### src/rtl/exanet_crosb_pkg.sv
// Shared types and width helpers for the crossbar egress VC credit scheduler.
package exanet_crosb_pkg;

    typedef enum logic {SCH_IDLE, SCH_BUSY} sched_state_t;

    function automatic int unsigned cred_w(input int unsigned credit_max);
        return $clog2(credit_max + 1);
    endfunction

endpackage

### src/rtl/exa_vc_credit_cnt.sv
// One downstream credit counter: saturating inc/dec with a sticky over/underflow flag.
module exa_vc_credit_cnt
    import exanet_crosb_pkg::*;
#(
    parameter int unsigned credit_max = 19,
    parameter int unsigned logCred    = cred_w(credit_max)
) (
    input  logic               clk,
    input  logic               rst,
    input  logic               i_inc,
    input  logic               i_dec,
    output logic [logCred-1:0] o_credit,
    output logic               o_zero,
    output logic               o_err
);

    localparam logic [logCred-1:0] CMAX = logCred'(credit_max);

    logic [logCred-1:0] credit_q, credit_d;
    logic               err_q, err_d;

    always_comb begin
        credit_d = credit_q;
        err_d    = err_q;
        // Simultaneous inc and dec cancel; only a lone event can over/underflow.
        if (i_inc && !i_dec) begin
            if (credit_q == CMAX) err_d = 1'b1;
            else                  credit_d = credit_q + 1'b1;
        end else if (i_dec && !i_inc) begin
            if (credit_q == '0) err_d = 1'b1;
            else                credit_d = credit_q - 1'b1;
        end
    end

    always_ff @(posedge clk or posedge rst) begin
        if (rst) begin
            credit_q <= CMAX;
            err_q    <= 1'b0;
        end else begin
            credit_q <= credit_d;
            err_q    <= err_d;
        end
    end

    assign o_credit = credit_q;
    assign o_zero   = (credit_q == '0);
    assign o_err    = err_q;

endmodule

### src/rtl/exa_crosb_vc_credit_sched.sv
// Per-VC credit scheduler: strict priority across levels, round-robin within a level,
// grant held for a whole packet.
module exa_crosb_vc_credit_sched
    import exanet_crosb_pkg::*;
#(
    parameter int unsigned prio_num    = 2,
    parameter int unsigned vc_num      = 2,
    parameter int unsigned credit_max  = 19,
    parameter int unsigned min_credits = 1,
    parameter int unsigned logVcPrio   = $clog2(prio_num * vc_num),
    parameter int unsigned logCred     = cred_w(credit_max)
) (
    input  logic                         S_ACLK,
    input  logic                         S_ARESET,
    input  logic [prio_num*vc_num-1:0]   i_req,
    input  logic                         i_flit_fire,
    input  logic                         i_eop_fire,
    input  logic [prio_num*vc_num-1:0]   i_credit_ret,
    output logic                         o_grant_valid,
    output logic [logVcPrio-1:0]         o_grant_vc,
    output logic                         o_flit_allow,
    output logic [prio_num*vc_num-1:0]   o_credit_zero,
    output logic                         o_err
);

    localparam int unsigned NQ    = prio_num * vc_num;
    localparam int unsigned logVc = (vc_num > 1) ? $clog2(vc_num) : 1;

    sched_state_t                       state_q, state_d;
    logic [logVcPrio-1:0]               vc_q, vc_d;
    logic [prio_num-1:0][logVc-1:0]     rr_q, rr_d;
    logic                               err_q, err_d;

    logic [NQ-1:0]                      dec;
    logic [NQ-1:0]                      elig;
    logic [NQ-1:0]                      cnt_err;
    logic [NQ-1:0][logCred-1:0]         credit;

    logic                               win_any;
    logic [logVcPrio-1:0]               win_idx;
    logic                               lvl_found;
    logic [logVc-1:0]                   lvl_vc;

    for (genvar g = 0; g < NQ; g++) begin : g_cnt
        assign dec[g]  = i_flit_fire && (state_q == SCH_BUSY) && (vc_q == logVcPrio'(g));
        assign elig[g] = i_req[g] && (credit[g] >= logCred'(min_credits));

        exa_vc_credit_cnt #(
            .credit_max (credit_max),
            .logCred    (logCred)
        ) u_cnt (
            .clk      (S_ACLK),
            .rst      (S_ARESET),
            .i_inc    (i_credit_ret[g]),
            .i_dec    (dec[g]),
            .o_credit (credit[g]),
            .o_zero   (o_credit_zero[g]),
            .o_err    (cnt_err[g])
        );
    end

    // Levels scanned low to high so the highest eligible level overwrites the winner.
    always_comb begin
        win_any   = 1'b0;
        win_idx   = '0;
        lvl_found = 1'b0;
        lvl_vc    = '0;
        for (int unsigned p = 0; p < prio_num; p++) begin
            lvl_found = 1'b0;
            lvl_vc    = '0;
            for (int unsigned k = 0; k < vc_num; k++) begin
                if (!lvl_found && elig[p*vc_num + (32'(rr_q[p]) + k) % vc_num]) begin
                    lvl_found = 1'b1;
                    lvl_vc    = logVc'((32'(rr_q[p]) + k) % vc_num);
                end
            end
            if (lvl_found) begin
                win_any = 1'b1;
                win_idx = logVcPrio'(p*vc_num + 32'(lvl_vc));
            end
        end
    end

    always_comb begin
        state_d = state_q;
        vc_d    = vc_q;
        rr_d    = rr_q;
        err_d   = err_q;
        case (state_q)
            SCH_IDLE: begin
                if (i_flit_fire || i_eop_fire) begin
                    err_d = 1'b1;
                end else if (win_any) begin
                    vc_d    = win_idx;
                    state_d = SCH_BUSY;
                end
            end
            SCH_BUSY: begin
                if (i_eop_fire && !i_flit_fire) begin
                    err_d = 1'b1;
                end else if (i_flit_fire && i_eop_fire) begin
                    state_d = SCH_IDLE;
                    rr_d[32'(vc_q) / vc_num] = logVc'((32'(vc_q) % vc_num + 1) % vc_num);
                end
            end
            default: state_d = SCH_IDLE;
        endcase
    end

    always_ff @(posedge S_ACLK or posedge S_ARESET) begin
        if (S_ARESET) begin
            state_q <= SCH_IDLE;
            vc_q    <= '0;
            rr_q    <= '0;
            err_q   <= 1'b0;
        end else begin
            state_q <= state_d;
            vc_q    <= vc_d;
            rr_q    <= rr_d;
            err_q   <= err_d;
        end
    end

    assign o_grant_valid = (state_q == SCH_BUSY);
    assign o_grant_vc    = vc_q;
    assign o_flit_allow  = o_grant_valid && !o_credit_zero[vc_q];
    assign o_err         = err_q || (|cnt_err);

endmodule

### config.mk
export PLATFORM = sky130hd
export DESIGN_NAME = exa_crosb_vc_credit_sched
export DESIGN_NICKNAME = d
export VERILOG_FILES = /design/src/rtl/exanet_crosb_pkg.sv /design/src/rtl/exa_vc_credit_cnt.sv /design/src/rtl/exa_crosb_vc_credit_sched.sv
export SDC_FILE = /design/constraint.sdc
export NUM_CORES = 1
export LEC_CHECK = 0
export CELL_PAD_IN_SITES_DETAIL_PLACEMENT = 0
export CELL_PAD_IN_SITES_GLOBAL_PLACEMENT = 1
export CORE_ASPECT_RATIO = 2
export CORE_MARGIN = 10
export CORE_UTILIZATION = 48
export DETAILED_ROUTE_END_ITERATION = 16
export HOLD_SLACK_MARGIN = 0.12
export MAX_ROUTING_LAYER = met4
export PLACE_DENSITY = 0.95
export SLEW_MARGIN = 20
export SYNTH_ARGS = -nofsm -noshare
export SYNTH_HDL_FRONTEND = slang
export SYNTH_HIERARCHICAL = 1
export SYNTH_SLANG_ARGS = --single-unit
### constraint.sdc
create_clock -name S_ACLK -period 4.6 [get_ports S_ACLK]
set_clock_uncertainty 0.05 [all_clocks]
set_input_delay 0.69 -clock S_ACLK [delete_from_list [all_inputs] [get_ports S_ACLK]]
set_output_delay 0.69 -clock S_ACLK [all_outputs]
set_load 0.1 [all_outputs]
# Word level (Yosys, flattened, before mapping)
# Cells that the tools add are included.
# totals
ff_bits	30
word_cells	189
output_inout_bits	9
input_bits	12
# classes
n_addsub	14
n_mux	65
reduce_logical	62
n_eq_ne	21
n_lt_le_gt_ge	11
bitwise_logic	3
# ops
cell	n
two-way mux 5 bit	16
two-way mux 1 bit	41
AND reduction 3 bit	10
inequality test 2 bit (second input constant)	13
logical AND 1 bit	23
adder 5 x 1 -> 5 bit (second input constant)	4
equality test 5 bit (second input constant)	4
>= comparator 5 x 1 -> 1 bit (second input constant)	4
zero test 5 bit	4
subtractor 5 x 1 -> 5 bit (second input constant)	4
nonzero test 2 bit	8
zero test 1 bit	12
adder 2 x 1 -> 3 bit (first input constant)	2
binary-select mux 1 bit (select 2 bit)	3
< comparator 1 x 3 -> 1 bit (second input constant)	2
< comparator 3 bit (second input constant)	2
equality test 2 bit (second input constant)	2
case mux 1 bit (2 select lines)	2
OR reduction 4 bit	1
adder 1 bit (second input constant)	3
< comparator 2 x 3 -> 1 bit (second input constant)	1
inverter 1 bit	3
adder 2 x 1 -> 2 bit (first input constant)	1
bitwise mux 2 bit	1
9 further kinds	10

# Depth between registers and ports, before layout
# depth
depth_word	13
mapped_depth	11
mapped_depth_nobuf	11

# Hierarchy
# Netlist, hierarchy kept.
# modules_own_cells
module	instances	area_per_inst_um2	seq_area_each_um2	cells_each
exa_vc_credit_cnt	4	400.4	153.9	38
exa_crosb_vc_credit_sched	1	469.2	150.1	49

# Least setup slack after synthesis
# Ideal clock, no wire load.
# synth_path
path_type	reg-to-output
start	reg g_cnt[1].u_cnt.credit_q[1]
end	out o_flit_allow
arrival_ns	3.054
setup_slack_ns	0.806
n_path_buf	0
required_time_ns	3.860
stages_incl_launch_ff	5
path_cell_list	dfstp_2 -> or4_1 -> nor2_1 -> mux4_2 -> nor2b_1
# synth_between
elab_chain_cells	5
# synth_lines
element	line_no	rtl
start: declaration	exa_vc_credit_cnt.sv:19	logic [logCred-1:0] credit_q, credit_d;
start signal: assignment	exa_vc_credit_cnt.sv:40	credit_q <= credit_d;
zero test 5 bit	exa_vc_credit_cnt.sv:46	assign o_zero = (credit_q == '0);
net o_credit_zero[1]	exa_crosb_vc_credit_sched.sv:22	output logic [prio_num*vc_num-1:0] o_credit_zero,
binary-select mux 1 bit (select 2 bit)	exa_crosb_vc_credit_sched.sv:126	assign o_flit_allow = o_grant_valid && !o_credit_zero[vc_q];
two-way mux 1 bit (implied by the code)	exa_crosb_vc_credit_sched.sv:126	
zero test 1 bit	exa_crosb_vc_credit_sched.sv:126	
logical AND 1 bit	exa_crosb_vc_credit_sched.sv:126	
end: declaration	exa_crosb_vc_credit_sched.sv:21	output logic o_flit_allow,
# The timed path passes the listed nets, and every way through them passes these cells. The select of a mux whose other input is x is not followed.

# Worst setup path in the final report
# layout_path
start	reg g_cnt[3].u_cnt.credit_q[1]
end	out o_flit_allow
# layout_between
elab_chain_cells	5
# layout_lines
element	line_no
start: declaration	exa_vc_credit_cnt.sv:19
start signal: assignment	exa_vc_credit_cnt.sv:40
zero test 5 bit	exa_vc_credit_cnt.sv:46
binary-select mux 1 bit (select 2 bit)	exa_crosb_vc_credit_sched.sv:126
two-way mux 1 bit (implied by the code)	exa_crosb_vc_credit_sched.sv:126
zero test 1 bit	exa_crosb_vc_credit_sched.sv:126
logical AND 1 bit	exa_crosb_vc_credit_sched.sv:126
# No other way between the ends. The select of a mux whose other input is x is not followed.

==> metrics.md <==
| Metric | Value |
|---|---|
| Dominant cell type by area after synthesis | `dfrtp_1` |
| Mapped cell area | `2070 um^2` |
| Max cap viols | `0` |
| Top_reg_cell synth | `dfrtp_1` |
| Chip Height | `~110 um` |
| Slew @ Worst Pin | `0.998 ns` |
| Tcrit/Tclk final | `0.785` |
| Total net switching power | `around 710 uW` |
| Synthesized flop and latch total | `30` |
| Placed Cells | `273` |
| H-Tree Depth | `2` |
| Final Max Tran Viols | `0` |
| Die area | `7500 um^2` |
| Reg2Reg Launch Point | `o_grant_valid` |
| Non-filler cells in the finished layout | `281` |
| Clk pwr share | `0.158` |
| Minimum clock period | `3.61 ns` |
| Worst endpoint required time | `3.86 ns` |
| Syn. warnings | `6` |
| Final ANT Viol Nets | `0` |
| RD Place Congestion | `0.797` |
| Initial Util | `0.502` |
| CTS buffer count | `5` |
| Synth top area share | `0.218` |
| CP startpoint kind | `register` |
| RSZ-0062 raised after global routing | `no` |
| Worst hold path type | `register to register` |
| PD cells | `between 600 and 700 nW/um^2` |
| Clock root buffer | `clkbuf_8` |
| Max-slew headroom | `0.333` |
| Min-delay src | `err_q` |
| Synth area leaders | `dfrtp_1 (22%), dfstp_2 (15%), ha_1 (9.7%), a21oi_1 (6.3%), fa_1 (3.9%)` |
| Num rows | `33` |
| Peak VDD IR | `~0.46 mV` |
| Worst Path Arrival | `2.87 ns` |
| Critical Path Fanout Max | `7` |
| R2R cell count | `9` |
| Postcts setup bufs | `0` |
| WL final | `4400 um` |
| Netlist cell types | `39` |
| Internal | `966 uW` |
| Setup CP Type | `register to primary output` |
| Gr usage total | `0.132` |
| FMAX | `between 200 and 300 MHz` |
| Top-count cell post-synth | `a21oi_1` |
| Ys async rst share | `1.00` |
| Combinational share of power | `0.459` |
| Post-synth EDFFs | `0` |
| Initial DRC count | `57` |
| Clock slew at reported path FFs | `around 0.070 ns` |
| Worst R2R End | `g_cnt[1].u_cnt/o_credit[1]` |
| Clock Tree Buf Depth | `2` |
| Setup TNS | `0 ns` |
| Most frequent cells after synthesis | `a21oi_1 (26), inv_1 (19), dfrtp_1 (18)` |
| Final hold viol count | `0` |
| Grt ovf | `0` |
| DRC Markers | `0` |
| Antenna diode count | `0` |
| Layout net count | `260` |
| Clk_lat worst skew | `around 0.29 ns` |
| Clk sinks | `30` |
| Vias per inst | `5.78` |
| Outcome | `finished clean` |
| Leak | `slightly above 0.001 uW` |
| Routed len/inst | `15.7 um` |
| CTS tree | `yes` |
| Largest net degree at the start of global routing | `11` |
| First-pass GRT wire length | `7600 um` |
| Hold path cells | `1` |
| Hold_buf cts | `0` |
| Area growth, synth to finish | `18.1%` |
| Register share of total power | `0.383` |
| Post-CTS sizing | `0` |
| Top Ports | `21` |
| CP endpoint kind | `primary output` |
| Net Count, Synth | `233` |
| Ratio of cells with drive above 1 in the final layout | `0.153` |
| Dpl hpwl | `3520 um` |
| First-pass DRT Iterations | `4` |
| Mapped Cells | `about 200` |
| Routed via count | `about 1,600` |
| Initial antenna violation count | `0` |
| Synthesized area per cell | `10.3 um^2` |
| Worst hold endpoint | `err_q` |
| Number of global-route vias before repair | `1,674` |
| Core area | `slightly above 4000 um^2` |
| Register area share after synthesis | `0.370` |
| FF-to-FF setup slack | `2.01 ns` |
| Die width | `66.4 um` |
| Hold_ws | `0.429 ns` |
| Port Buffers | `20` |
| Final setup viols | `0` |
| Switch share | `0.425` |
[registers in the layout, summed over array words and instances, names as in the netlist]
signal	count
o_grant_valid	1
o_grant_vc	2
rr_q	2
g_cnt.u_cnt/o_err	4
g_cnt.u_cnt/o_credit	20
err_q	1
[cells by family (layout without fill, tap and decap cells)]
group	after synthesis	count (layout)	synth area share
adder cells (fa/ha/maj)	20	20	0.135
AND/OR/NAND/NOR	51	51	0.153
multiplexers	7	7	0.0508
flip-flops	30	30	0.370
AO/OA/AOI/OAI	58	58	0.189
XOR/XNOR	16	16	0.0677
buffers and inverters	19	47	0.0344
[how the worst max path moves through the flow]
stage,start,to,slack (ns),depth (start not counted)
4_1_cts,g_cnt[3].u_cnt/o_credit[1],o_flit_allow,0.98,5
6_report,g_cnt[3].u_cnt/o_credit[1],o_flit_allow,0.99,5
3_3_place_gp,i_flit_fire,g_cnt[1].u_cnt/o_credit[1],1.29,10
5_1_grt,g_cnt[0].u_cnt/o_credit[1],o_flit_allow,0.90,5
3_5_place_dp,i_flit_fire,g_cnt[1].u_cnt/o_credit[1],1.22,10
2_1_floorplan,g_cnt[1].u_cnt/o_credit[1],o_flit_allow,0.81,4
[final cells by class]
class | instances | area, um^2
multi-input combinational | 152 | 1230
tap | 52 | 65.1
sequential | 30 | 766
fill | 365 | 1680
clock inverter | 2 | 37.5
inverter | 19 | 71.3
timing repair buffer | 20 | 200
clock buffer | 6 | 72.6
[metrics by stage]
stage / instance area (um^2) / utilization / power [uW] / setup slack (ns)
finish: 2450 / 0.592 / 1680 / 0.990
global route: 2450 / 0.592 / 1810 / 0.896
CTS: 2450 / 0.592 / 1690 / 0.980
detailed placement: 2340 / 0.566 / 1420 / 1.22
global placement: 2340 / 0.566 / 1400 / 1.29
floorplan: 2070 / - / 1230 / 0.806
[routing by layer]
layer	global-route usage	routed length [um]	vias up
li1	-	-	800
met1	0.130	1680	783
met2	0.227	2440	32
met3	0.0296	195	8
met4	0.0703	93	0
met5	-	0	-
[power groups by stage]
stage	logic (uW)	clock network (uW)	registers (uW)
after global routing	851	282	679
after CTS	776	268	644
after detailed placement	773	0	647
after floorplan	578	0	648
final	771	266	644
after global placement	753	0	642
[worst max-delay path: stages (launching register included)]
cell             delay [ns]
dfstp_2                0.63
or4_1                  0.14
nor2_1                 0.05
mux4_2                 0.47
nor2b_1                0.14
clkdlybuf4s50_1        1.15
[cell usage in the layout, fill, tap and decap left out, types with 5 or more instances in the layout]
| cell | synthesis | final |
|---|---|---|
| a21o_1 | 5 | 5 |
| clkbuf_8 | 0 | 5 |
| nand4_1 | 6 | 6 |
| xor2_1 | 8 | 8 |
| dfstp_2 | 12 | 12 |
| o21ai_0 | 6 | 6 |
| nor2_1 | 8 | 8 |
| nand2_1 | 5 | 5 |
| ha_1 | 16 | 16 |
| a21oi_1 | 26 | 26 |
| dfrtp_1 | 18 | 18 |
| inv_1 | 19 | 19 |
| or4_1 | 8 | 8 |
| clkdlybuf4s50_1 | 0 | 20 |
| xnor2_1 | 8 | 8 |
Power figures use the tool's default switching activity.
